File: config.mk
export PLATFORM = sky130hd
export DESIGN_NAME = uart8_tx_flat
export DESIGN_NICKNAME = d
export VERILOG_FILES = /design/src/rtl/uart8_tx_pkg.sv /design/src/rtl/uart8_tx_if.sv /design/src/rtl/uart8_tx_shift8_piso.sv /design/src/rtl/uart8_tx.sv /design/src/flat_wrapper.sv
export SDC_FILE = /design/constraint.sdc
export NUM_CORES = 1
export LEC_CHECK = 0
export BUFFER_PORTS_ARGS = -buffer_cell sky130_fd_sc_hd__buf_2
export CORE_UTILIZATION = 50
export CTS_BUF_LIST = sky130_fd_sc_hd__clkbuf_2 sky130_fd_sc_hd__clkbuf_4 sky130_fd_sc_hd__clkbuf_8
export DETAILED_ROUTE_END_ITERATION = 12
export PLACE_DENSITY = 0.83
export SLEW_MARGIN = 20
export SYNTH_ARGS = -nofsm -noshare
export SYNTH_HDL_FRONTEND = slang
export SYNTH_SLANG_ARGS = --single-unit
File: constraint.sdc
create_clock -name clk -period 2 [get_ports clk]
set_clock_uncertainty 0.15 [all_clocks]
set_input_delay 0.1 -clock clk [delete_from_list [all_inputs] [get_ports clk]]
set_output_delay 0.1 -clock clk [all_outputs]
set_load 0.02 [all_outputs]
File: src/rtl/uart8_tx_pkg.sv
// Shared encodings and frame constants for the 8-bit serial transmitter.
package uart8_tx_pkg;

  typedef enum logic [1:0] {
    IDLE  = 2'd0,
    START = 2'd1,
    DATA  = 2'd2,
    STOP  = 2'd3
  } state_t;

  localparam logic START_LVL = 1'b0;
  localparam logic STOP_LVL  = 1'b1;
  localparam int   DATA_BITS = 8;

endpackage

File: src/rtl/uart8_tx_if.sv
// Load/Ready byte handshake plus the serial line and frame-done strobe.
interface uart8_tx_if;
  logic [7:0] Tx_In;
  logic       Load;
  logic       Ready;
  logic       Tx_Out;
  logic       Done;

  modport master (output Tx_In, Load, input Ready, Tx_Out, Done);
  modport slave  (input Tx_In, Load, output Ready, Tx_Out, Done);
endinterface

File: src/rtl/uart8_tx_shift8_piso.sv
// 8-bit parallel-load / shift-right register assembled from flop and 2:1 mux cells.
module dflipflop (
  input  logic clk,
  input  logic res,
  input  logic d,
  output logic q
);
  always_ff @(posedge clk) begin
    if (res) q <= 1'b0;
    else     q <= d;
  end
endmodule

module mux2 (
  input  logic a,
  input  logic b,
  input  logic s,
  output logic y
);
  assign y = s ? b : a;
endmodule

module shift8_piso (
  input  logic       clk,
  input  logic       res,
  input  logic       Ld,
  input  logic       Sh,
  input  logic [7:0] D,
  output logic       Q0
);
  logic [7:0] q, sr, sh_d, nx;

  // Zero enters at the top as bits drain out of bit 0.
  assign sr = {1'b0, q[7:1]};

  mux2      u_sh [7:0] (.a(q),    .b(sr), .s(Sh), .y(sh_d));
  mux2      u_ld [7:0] (.a(sh_d), .b(D),  .s(Ld), .y(nx));
  dflipflop u_ff [7:0] (.clk(clk), .res(res), .d(nx), .q(q));

  assign Q0 = q[0];
endmodule

File: src/rtl/uart8_tx.sv
// Framed serial transmitter: start bit, 8 data bits LSB first, stop bit.
module uart8_tx
  import uart8_tx_pkg::*;
#(
  parameter int BIT_CYCLES = 4
) (
  input  logic       clk,
  input  logic       res,
  uart8_tx_if.slave  bus
);
  localparam logic [7:0] LAST = 8'(BIT_CYCLES - 1);

  state_t     state, state_nx;
  logic [7:0] cnt, cnt_nx;
  logic [2:0] idx, idx_nx;
  logic       tx_q, rdy_q, done_q;
  logic       tx_nx, rdy_nx, done_nx;
  logic       ld, sh, q0, bit_end;

  assign bit_end = (cnt == LAST);

  // The line flop is loaded with the next bit at each boundary, so the shift
  // register runs one bit ahead of the line and only Q0 needs to be visible.
  shift8_piso u_shift (
    .clk (clk),
    .res (res),
    .Ld  (ld),
    .Sh  (sh),
    .D   (bus.Tx_In),
    .Q0  (q0)
  );

  always_ff @(posedge clk) begin
    if (res) begin
      state  <= IDLE;
      cnt    <= '0;
      idx    <= '0;
      tx_q   <= STOP_LVL;
      rdy_q  <= 1'b1;
      done_q <= 1'b0;
    end else begin
      state  <= state_nx;
      cnt    <= cnt_nx;
      idx    <= idx_nx;
      tx_q   <= tx_nx;
      rdy_q  <= rdy_nx;
      done_q <= done_nx;
    end
  end

  always_comb begin
    state_nx = state;
    cnt_nx   = bit_end ? 8'd0 : 8'(cnt + 8'd1);
    idx_nx   = idx;
    tx_nx    = tx_q;
    rdy_nx   = 1'b0;
    done_nx  = 1'b0;
    ld       = 1'b0;
    sh       = 1'b0;
    case (state)
      IDLE: begin
        cnt_nx = '0;
        tx_nx  = STOP_LVL;
        rdy_nx = 1'b1;
        if (bus.Load) begin
          ld       = 1'b1;
          state_nx = START;
          tx_nx    = START_LVL;
          rdy_nx   = 1'b0;
        end
      end
      START: begin
        tx_nx = START_LVL;
        if (bit_end) begin
          state_nx = DATA;
          idx_nx   = '0;
          tx_nx    = q0;
          sh       = 1'b1;
        end
      end
      DATA: begin
        if (bit_end) begin
          sh     = 1'b1;
          idx_nx = 3'(idx + 3'd1);
          if (idx == 3'(DATA_BITS - 1)) begin
            state_nx = STOP;
            tx_nx    = STOP_LVL;
          end else begin
            tx_nx = q0;
          end
        end
      end
      STOP: begin
        tx_nx = STOP_LVL;
        if (bit_end) begin
          state_nx = IDLE;
          rdy_nx   = 1'b1;
          done_nx  = 1'b1;
        end
      end
      default: state_nx = IDLE;
    endcase
  end

  assign bus.Tx_Out = tx_q;
  assign bus.Ready  = rdy_q;
  assign bus.Done   = done_q;
endmodule
File: src/flat_wrapper.sv
// flat-port wrapper written by rule: the top's interface ports become plain ports
module uart8_tx_flat import uart8_tx_pkg::*;
#(
  parameter int BIT_CYCLES = 4
)
  (clk, res, bus_Tx_In, bus_Load, bus_Ready, bus_Tx_Out, bus_Done);
  uart8_tx_if bus_i ();
  input  logic clk;
  input  logic res;
  input wire logic [$bits(bus_i.Tx_In)-1:0] bus_Tx_In;
  input wire logic [$bits(bus_i.Load)-1:0] bus_Load;
  output wire logic [$bits(bus_i.Ready)-1:0] bus_Ready;
  output wire logic [$bits(bus_i.Tx_Out)-1:0] bus_Tx_Out;
  output wire logic [$bits(bus_i.Done)-1:0] bus_Done;
  assign bus_i.Tx_In = bus_Tx_In;
  assign bus_i.Load = bus_Load;
  assign bus_Ready = bus_i.Ready;
  assign bus_Tx_Out = bus_i.Tx_Out;
  assign bus_Done = bus_i.Done;
  uart8_tx #(.BIT_CYCLES(BIT_CYCLES)) u_core (.clk(clk), .res(res), .bus(bus_i));
endmodule
==> reports/metrics.cfg, run 1 <==
[routing]
wire_per_inst_um=16.9
highest_layer=met4
met1Wirelength_um=1370
drc=0
firstDrtPassIters=4
antenna_left=0
vias=1231
drtIter0Drc=51
routed_wl_um=3500
wl_met2_um=1820
route.met3.wl_um=178
routed_via_density=5.95

[sta]
slew_violations=0
slew_headroom_pct=74.3
rsz0062_at_grt=true
fin_crit_ps=2010
timing.fmax_mhz=497
setup-violations-final=2
worst_slack_ps=-10.7
fin_crit_sh_pct=101
worstMarginPinSlew_ps=385
finalHoldViolCount=0

[clocking]
clk_path_buf_depth=2
cts_tree=done
worstSkewPairLatency_ps=330
clockRootBuffer=clkbuf_4
numCtsBuffers=3
clkTransAtPathRegs_ps=140
cts_sinks=24
htree_levels=1

[die]
num_rows=17
coreArea_um2=2230
fp.dieH_um=50.7
die_area_um2=2570
die_width_um=50.7
ios=14
start_util_pct=53.2

[placed_design]
portBuffers=13
place_congestion=0.839
dp_hpwl_um=1870
dp_slack_ps=-75.2

[synthesis]
netlist_top_cells_area=dfxtp_1, ha_1, nand3_1
synth_edf_count=0
synth-main-ff-cell=dfxtp_1
ys_ff_latch=24
synth_top_area_share_pct=40.5
yosys.area.top_type=dfxtp_1
ys_types=27
synthArstFlopShare_pct=0
synth_nets=156
syn_area_um2=1190
avgSynthCellArea_um2=8.67
yosysSeqAreaShare_pct=40.5
ys_warn_count=0
netlist_instances=137

[status]
status=finished, violations left
violations=negative setup slack

[power_and_ir_drop]
p_leak_nw=0.657
ir_worst_vdd_v=0.00101
p_per_area_nw_per_um2=1220
finalPower_mw=1.96

[setup_path]
cp_max_fo=7
critPathRequiredTime_ps=2110
cp-end-kind=flop
cp_cell_sequence=inv_2, ha_4, or4b_4, o21ai_4, buf_6, nor2_2, a311oi_2
cp_slowest_cell=or4b_4
crit_family=simple AND/OR/NAND/NOR gates
r2r_slack_ps=-10
cp_num_buf_inv=2
worstPathArrival_ps=2120
cp-start-kind=flop
critical_path_class=flop to flop
critPathMaxStageDelay_ps=480

[cells_and_area]
most-common-layout-cells=dfxtp_1, nor2_1, nand3_1
drive_gt1_share_pct=31.3
layout_commonest_cell=dfxtp_1
diodes=0
syn_to_final_growth_pct=35.8
fillers=145
nets=199

[global_route]
track_usage_pct=27.2
grt_pass1_wl_um=5100
grt_max_degree=19
antenna_found_initial=0
overflow=0
grt_pass1_vias=1186

[min_path]
holdCritPathClass=input port to flop

[flow_run]
drv_cap=0

==> cell families (layout without fill, tap and decap cells) <==
logic type | Yosys count | count (layout) | synth area share [%]
xor gates and xnor gates | 6 | 6 | 4.43
and+or+nand+nor | 61 | 61 | 24.7
buffers and inverters | 12 | 54 | 4.53
adders and majority gates | 8 | 8 | 8.43
AOI/OAI and AO/OA | 26 | 26 | 17.5
DFF | 24 | 24 | 40.5
==> report_power, final <==
part	total (mW)	internal [mW]	leakage, nW	switching [mW]
clock	0.270	0.112	0.0210	0.158
combinational	1.06	0.502	0.440	0.553
sequential	0.636	0.579	0.197	0.0574
total	1.96	1.19	0.657	0.769
==> path summary, 6_finish.rpt <==
path | end | cells after the start | startpoint
max | u_core.u_shift.u_ff[1].q | 7 | u_core.state[0]
min | u_core.u_shift.u_ff[0].q | 3 | bus_Load
max reg2reg | u_core.u_shift.u_ff[1].q | 7 | u_core.state[0]
min reg2reg | u_core.bus.Tx_Out | 2 | u_core.bus.Tx_Out
==> cell usage after synthesis (2+ instances only) <==
cell      count
ha_1          8
a311oi_1      5
nor2b_1       2
inv_1         5
and3_1        2
o21ai_0       3
dfxtp_1      24
clkbuf_1      5
nand2_1      10
nor2_1       23
a21oi_1       9
nand3_1      18
a311oi_2      3
or4b_4        2
xor2_1        5
or3_1         2
==> tightest hold or removal path, delay by kind of cell <==
family	cells	cell delay, ps
compound gates	1	90
simple gates	1	110
buf+inv	1	180
==> registers in the layout, indices dropped and copies added, names as in the netlist <==
| signal | count |
|---|---|
| u_core.idx | 3 |
| u_core.bus.Ready | 1 |
| u_core.cnt | 8 |
| u_core.bus.Tx_Out | 1 |
| u_core.u_shift.u_ff.q | 8 |
| u_core.bus.Done | 1 |
| u_core.state | 2 |
==> repair_timing <==
action,4_1_cts,5_1_grt
setup buffers,3,1
hold endpoints to repair,10,0
pin swaps,1,7
setup endpoints to repair,8,15
hold buffers,14,0
resized for setup,1,13
==> per-layer routing <==
metal,GRT usage [%],up-vias
li1,-,565
met1,28.5,598
met2,47.3,54
met3,7.27,14
met4,17.6,0
met5,0,-
==> per-stage QoR <==
stage | util (%) | std cells | hold slack [ps] | instance area (um^2) | TNS [ps]
floorplan | - | 137 | 114 | 1190 | 0
global placement | 60.8 | 185 | 220 | 1360 | 0
detailed placement | 60.8 | 185 | 225 | 1360 | -442
CTS | 70.1 | 206 | 4.44 | 1570 | 0
global route | 72.2 | 207 | 33.6 | 1610 | -316
finish | 72.2 | 207 | 25.1 | 1610 | -17.0
==> final cells by class <==
| cell class | count | area [um^2] | share of cell area (%) |
|---|---|---|---|
| clock buffer | 4 | 36.3 | 2.25 |
| inverter | 5 | 18.8 | 1.16 |
| multi-input combinational | 101 | 692 | 42.9 |
| sequential | 24 | 483 | 29.9 |
| tap | 28 | 35.0 | 2.17 |
| timing repair buffer | 45 | 348 | 21.6 |
(Power assumes the default switching activity.)
==> run 2, diff against run 1 <==
--- a/config.mk
+++ b/config.mk
@@ -6,6 +6,7 @@
 export NUM_CORES = 1
 export LEC_CHECK = 0
 export BUFFER_PORTS_ARGS = -buffer_cell sky130_fd_sc_hd__buf_2
+export CORE_MARGIN = 2
 export CORE_UTILIZATION = 50
 export CTS_BUF_LIST = sky130_fd_sc_hd__clkbuf_2 sky130_fd_sc_hd__clkbuf_4 sky130_fd_sc_hd__clkbuf_8
 export DETAILED_ROUTE_END_ITERATION = 12
==> run 2 against run 1 <==
Clock power increased by 33%. Non-clock buffer count unchanged. Via count decreased by 1.1%. Design area increased by 2.2%. First-iteration DRC count decreased by 57%. The flow still finishes with violations (negative setup slack). Highest routed layer unchanged. Power increased by 5.7%. Sequential cell count unchanged.
==> reports/metrics.cfg, run 2 (same netlist as run 1, synthesis figures left out) <==
[power_and_ir_drop]
p_switching_mw=0.777  ; was 0.769 mW
intPower_mw=1.30  ; was 1.19 mW
switching_share_pct=37.5  ; was 39.2%
p_per_area_nw_per_um2=1260  ; was 1220 nW/um^2
clockPowerShare_pct=17.4  ; was 13.8%
p_leak_nw=0.667  ; was 0.657 nW
combPwrFrac_pct=51.9  ; was 53.8%
finalPower_mw=2.07  ; was 1.96 mW
seq_power_share_pct=30.8  ; was 32.4%
ir_worst_vdd_v=0.000928  ; was 0.00101 V

[setup_path]
critPathMaxStageDelay_ps=480  ; about the same
worstPathArrival_ps=2190  ; was 2120 ps
cp-end-kind=flop  ; unchanged
cp_max_fo=6  ; was 7
cp_num_buf_inv=2  ; unchanged
critical_path_class=flop to flop  ; unchanged
cp-start-kind=flop  ; unchanged
cp_cell_sequence=inv_2, ha_4, or4b_4, o21ai_4, buf_6, nor2_1, a311oi_2  ; was inv_2, ha_4, or4b_4, o21ai_4, buf_6, nor2_2, a311oi_2
cp_slowest_cell=or4b_4  ; unchanged
crit_family=simple AND/OR/NAND/NOR gates  ; unchanged
r2r_slack_ps=-110  ; was -10 ps
critPathRequiredTime_ps=2080  ; was 2110 ps

[min_path]
holdCritPathClass=input port to flop  ; unchanged

[die]
fp.dieH_um=52.7  ; was 50.7 um
die_area_um2=2780  ; was 2570 um^2
num_rows=17  ; unchanged
coreArea_um2=2230  ; unchanged
start_util_pct=53.2  ; unchanged
die_width_um=52.7  ; was 50.7 um
ios=14  ; unchanged

[sta]
timing.fmax_mhz=473  ; was 497 MHz
slew_headroom_pct=72.5  ; was 74.3%
fin_crit_ps=2110  ; was 2010 ps
finalHoldViolCount=0  ; unchanged
rsz0062_at_grt=true  ; unchanged
worst_slack_ps=-113  ; was -10.7 ps
fin_setup_tns_ps=-374  ; was -17.0 ps
setup-violations-final=7  ; was 2
worstMarginPinSlew_ps=412  ; was 385 ps
slew_violations=0  ; unchanged
fin_crit_sh_pct=106  ; was 101%

[clocking]
clk_path_buf_depth=2  ; unchanged
numCtsBuffers=3  ; unchanged
clkTransAtPathRegs_ps=140  ; about the same
cts_sinks=24  ; unchanged
cts_tree=done  ; unchanged
htree_levels=1  ; unchanged
clockRootBuffer=clkbuf_4  ; unchanged
worstSkewPairLatency_ps=330  ; about the same

[routing]
antenna_left=0  ; unchanged
firstDrtPassIters=5  ; was 4
drc=0  ; unchanged
drtIter0Drc=22  ; was 51
routed_wl_um=3450  ; was 3500 um
routed_via_density=5.85  ; was 5.95
vias=1217  ; was 1231
wire_per_inst_um=16.6  ; was 16.9 um

[cells_and_area]
nets=199  ; unchanged
seqCellArea_um2=482  ; was 483 um^2
top_regs=u_core.cnt: 8 flops, u_core.u_shift.u_ff.q: 8 flops, u_core.idx: 3 flops  ; unchanged
syn_to_final_growth_pct=38.8  ; was 35.8%
fillers=144  ; was 145
drive_gt1_share_pct=33.0  ; was 31.3%
most-common-layout-cells=dfxtp_1, nor2_1, nand3_1  ; unchanged
layout_commonest_cell=dfxtp_1  ; unchanged
multi_input_area_um2=709  ; was 692 um^2

[global_route]
grt_pass1_vias=1137  ; was 1186
grt_max_degree=19  ; unchanged
overflow=0  ; unchanged
antenna_found_initial=0  ; unchanged
grt_pass1_wl_um=5050  ; was 5100 um
track_usage_pct=24.9  ; was 27.2%

[flow_run]
drv_cap=0  ; unchanged

[placed_design]
place_congestion=0.850  ; was 0.839
dp_hpwl_um=1860  ; was 1870 um
portBuffers=13  ; unchanged

[status]
violations=negative setup slack  ; unchanged
status=finished, violations left  ; unchanged

-- run 2: final timing paths --
check                    startpoint                  endpoint  cells after the start
hold / removal             bus_Load  u_core.u_shift.u_ff[0].q                      3
setup reg to reg    u_core.state[1]  u_core.u_shift.u_ff[1].q                      7
setup / recovery    u_core.state[1]  u_core.u_shift.u_ff[1].q                      7
hold reg to reg   u_core.bus.Tx_Out         u_core.bus.Tx_Out                      2
-- run 2: layout make-up --
cell class	instances	area share, %
multi-input cells	101	43.1
flip-flops and latches	24	29.2
repair buffers	45	21.1
well taps	28	2.13
clock inverters	1	1.82
clock buffers	3	1.37
inverters	5	1.14
diodes	1	0.152
-- run 2: repair_timing --
action / 4_1_cts / 5_1_grt
endpoints found under the setup margin: 8 / 18
hold buffers: 14 / 0
setup buffers: 3 / 1
resized for setup: 1 / 15
hold endpoints to repair: 10 / 0
pin swaps: 1 / 6
-- run 2: power groups by stage --
stage / Sequential [mW] / Clock [mW] / Combinational, mW
global placement: 0.629 / 0 / 0.776
global route: 0.645 / 0.381 / 1.15
finish: 0.638 / 0.360 / 1.08
CTS: 0.622 / 0.359 / 0.911
detailed placement: 0.632 / 0 / 0.821
floorplan: 0.659 / 0 / 0.521
-- run 2: tightest hold or removal path, cell delays in order --
cell and delay (ps):
buf_2 170, nand3_1 100, a311oi_2 90
-- run 2: through the flow --
step	util [%]	cells	hold slack, ps	instance area, um^2	worst slack (ps)
CTS	70.8	206	6.42	1580	17.2
global placement	60.8	185	219	1360	17.1
finish	73.8	208	20.7	1650	-113
floorplan	-	137	114	1190	6.06
detailed placement	60.8	185	239	1360	-70.2
global route	73.7	207	15.9	1650	-121
-- run 2: routing by layer --
layer  part of all wire (%)  up-vias  track usage, %  wire length, um
li1                       -      568               -                -
met1                     40      591            28.0             1390
met2                     53       43            43.3             1810
met3                    3.8       15            6.86              130
met4                    3.3        0            11.1              114
met5                      0        -               0                0
==> run 3, diff against run 2 <==
--- a/config.mk
+++ b/config.mk
@@ -11,6 +11,7 @@
 export CTS_BUF_LIST = sky130_fd_sc_hd__clkbuf_2 sky130_fd_sc_hd__clkbuf_4 sky130_fd_sc_hd__clkbuf_8
 export DETAILED_ROUTE_END_ITERATION = 12
 export PLACE_DENSITY = 0.83
+export SETUP_SLACK_MARGIN = 0.15
 export SLEW_MARGIN = 20
 export SYNTH_ARGS = -nofsm -noshare
 export SYNTH_HDL_FRONTEND = slang
==> run 3 against run 2 <==
The flow still finishes with violations (negative setup slack). Combinational power is 16% higher. Via count is 0.41% higher. Design area is 4.8% higher. Critical endpoint unchanged. Register-to-register slack better by 30 ps. Clock-buffer cell count stayed put. Sequential share of layout area is 1.1 points lower. Power is 9.4% higher. Fmax is 1.3% higher. Die area stayed put. Sequential cell count stayed put. Hold slack worse by 9.1 ps. Non-clock buffer count is 1 lower.
==> reports/metrics.cfg, run 3 (same netlist as run 1, synthesis figures left out) <==
[status]
status=finished, violations left  ; unchanged
violations=negative setup slack  ; unchanged

[clocking]
cts_tree=done  ; unchanged
clockRootBuffer=clkbuf_4  ; unchanged
cts_sinks=24  ; unchanged
numCtsBuffers=3  ; unchanged
worstSkewPairLatency_ps=340  ; was 330 ps
clkTransAtPathRegs_ps=140  ; about the same
clk_path_buf_depth=2  ; unchanged
htree_levels=1  ; unchanged

[placed_design]
dp_slack_ps=5.11  ; was -70.2 ps
place_congestion=0.858  ; was 0.850
dp_hpwl_um=1790  ; was 1860 um
portBuffers=13  ; unchanged
numPlacedInstances=178  ; was 185
placed_cell_area_um2=1370  ; was 1360 um^2

[routing]
firstDrtPassIters=4  ; was 5
wire_per_inst_um=18.6  ; was 16.6 um
drtIter0Drc=44  ; was 22
antenna_left=0  ; unchanged
routed_via_density=5.93  ; was 5.85
vias=1222  ; was 1217
drc=0  ; unchanged
routed_wl_um=3830  ; was 3450 um

[cells_and_area]
layout_commonest_cell=dfxtp_1  ; unchanged
syn_to_final_growth_pct=45.4  ; was 38.8%
top_regs=u_core.cnt: 8 flops, u_core.u_shift.u_ff.q: 8 flops, u_core.idx: 3 flops  ; unchanged
final_util_pct=77.3  ; was 73.8%
nets=198  ; was 199
seqCellArea_um2=485  ; was 482 um^2
most-common-layout-cells=dfxtp_1, nand3_1, nor2_1  ; was dfxtp_1, nor2_1, nand3_1
diodes=0  ; was 1
fillers=134  ; was 144
drive_gt1_share_pct=39.3  ; was 33.0%
stdcell_area_um2=1730  ; was 1650 um^2
fin_cells=206  ; was 208
multi_input_area_um2=777  ; was 709 um^2

[setup_path]
critPathRequiredTime_ps=2110  ; was 2080 ps
critical_path_class=flop to flop  ; unchanged
cp_max_fo=4  ; was 6
worstPathArrival_ps=2190  ; about the same
cp-end-kind=flop  ; unchanged
cp-start-kind=flop  ; unchanged

[global_route]
overflow=0  ; unchanged
track_usage_pct=28.5  ; was 24.9%
grt_max_degree=19  ; unchanged
grt_pass1_vias=1211  ; was 1137
grt_pass1_wl_um=5620  ; was 5050 um
antenna_found_initial=0  ; unchanged

[die]
die_area_um2=2780  ; unchanged
fp.dieH_um=52.7  ; unchanged
ios=14  ; unchanged
coreArea_um2=2230  ; unchanged
die_width_um=52.7  ; unchanged
start_util_pct=53.2  ; unchanged
num_rows=17  ; unchanged

[sta]
fin_crit_sh_pct=104  ; was 106%
finalHoldViolCount=0  ; unchanged
setup-violations-final=7  ; unchanged
slew_headroom_pct=72.0  ; was 72.5%
slew_violations=0  ; unchanged
worstMarginPinSlew_ps=420  ; was 412 ps
holdWs_ps=11.6  ; was 20.7 ps
fin_crit_ps=2090  ; was 2110 ps
rsz0062_at_grt=true  ; unchanged
fin_setup_tns_ps=-450  ; was -374 ps
worst_slack_ps=-85.5  ; was -113 ps
timing.fmax_mhz=480  ; was 473 MHz

[power_and_ir_drop]
finalPower_mw=2.27  ; was 2.07 mW
p_leak_nw=0.675  ; was 0.667 nW
p_per_area_nw_per_um2=1310  ; was 1260 nW/um^2
ir_worst_vdd_v=0.00130  ; was 0.000928 V

[flow_run]
drv_cap=0  ; unchanged

[min_path]
holdCritPathClass=input port to flop  ; unchanged

-- run 3: worst paths after layout --
path                               to  cells after the start  slack (ps)             from
min          u_core.u_shift.u_ff[0].q                      3          10         bus_Load
min reg2reg             u_core.idx[2]                      2         330    u_core.idx[2]
max reg2reg  u_core.u_shift.u_ff[1].q                      8         -90  u_core.state[0]
max          u_core.u_shift.u_ff[1].q                      8         -90  u_core.state[0]
-- run 3: cell type report --
cell class,instances,area share (%)
multi-input cells,101,45.0
flip-flops and latches,24,28.1
repair buffers,44,20.7
well taps,28,2.03
clock inverters,1,1.74
clock buffers,3,1.30
inverters,5,1.09
-- run 3: timing repair --
item	in CTS	in global routing
endpoints found under the setup margin	18	24
pin swaps	3	11
hold buffers	13	0
resized for setup	5	17
buffers inserted	8	3
hold endpoints to repair	8	0
-- run 3: critical path, stage by stage, from the launching register on --
cell and delay, ps:
dfxtp_2 380, inv_2 60, ha_4 260, or4b_4 490
o21ai_4 210, buf_6 120, buf_8 110, nor2_4 30
a311oi_2 180
-- run 3: report_power, final --
part	leakage (nW)	switching, mW	internal [mW]
combinational	0.449	0.642	0.604
clock	0.0279	0.163	0.203
sequential	0.198	0.0743	0.582
total	0.675	0.880	1.39
-- run 3: per-layer routing --
layer	global-route usage, %	share of wire, %
met2	53.5	56
met5	0	0
met4	14.1	2.7
met1	28.6	37
met3	7.14	5.0
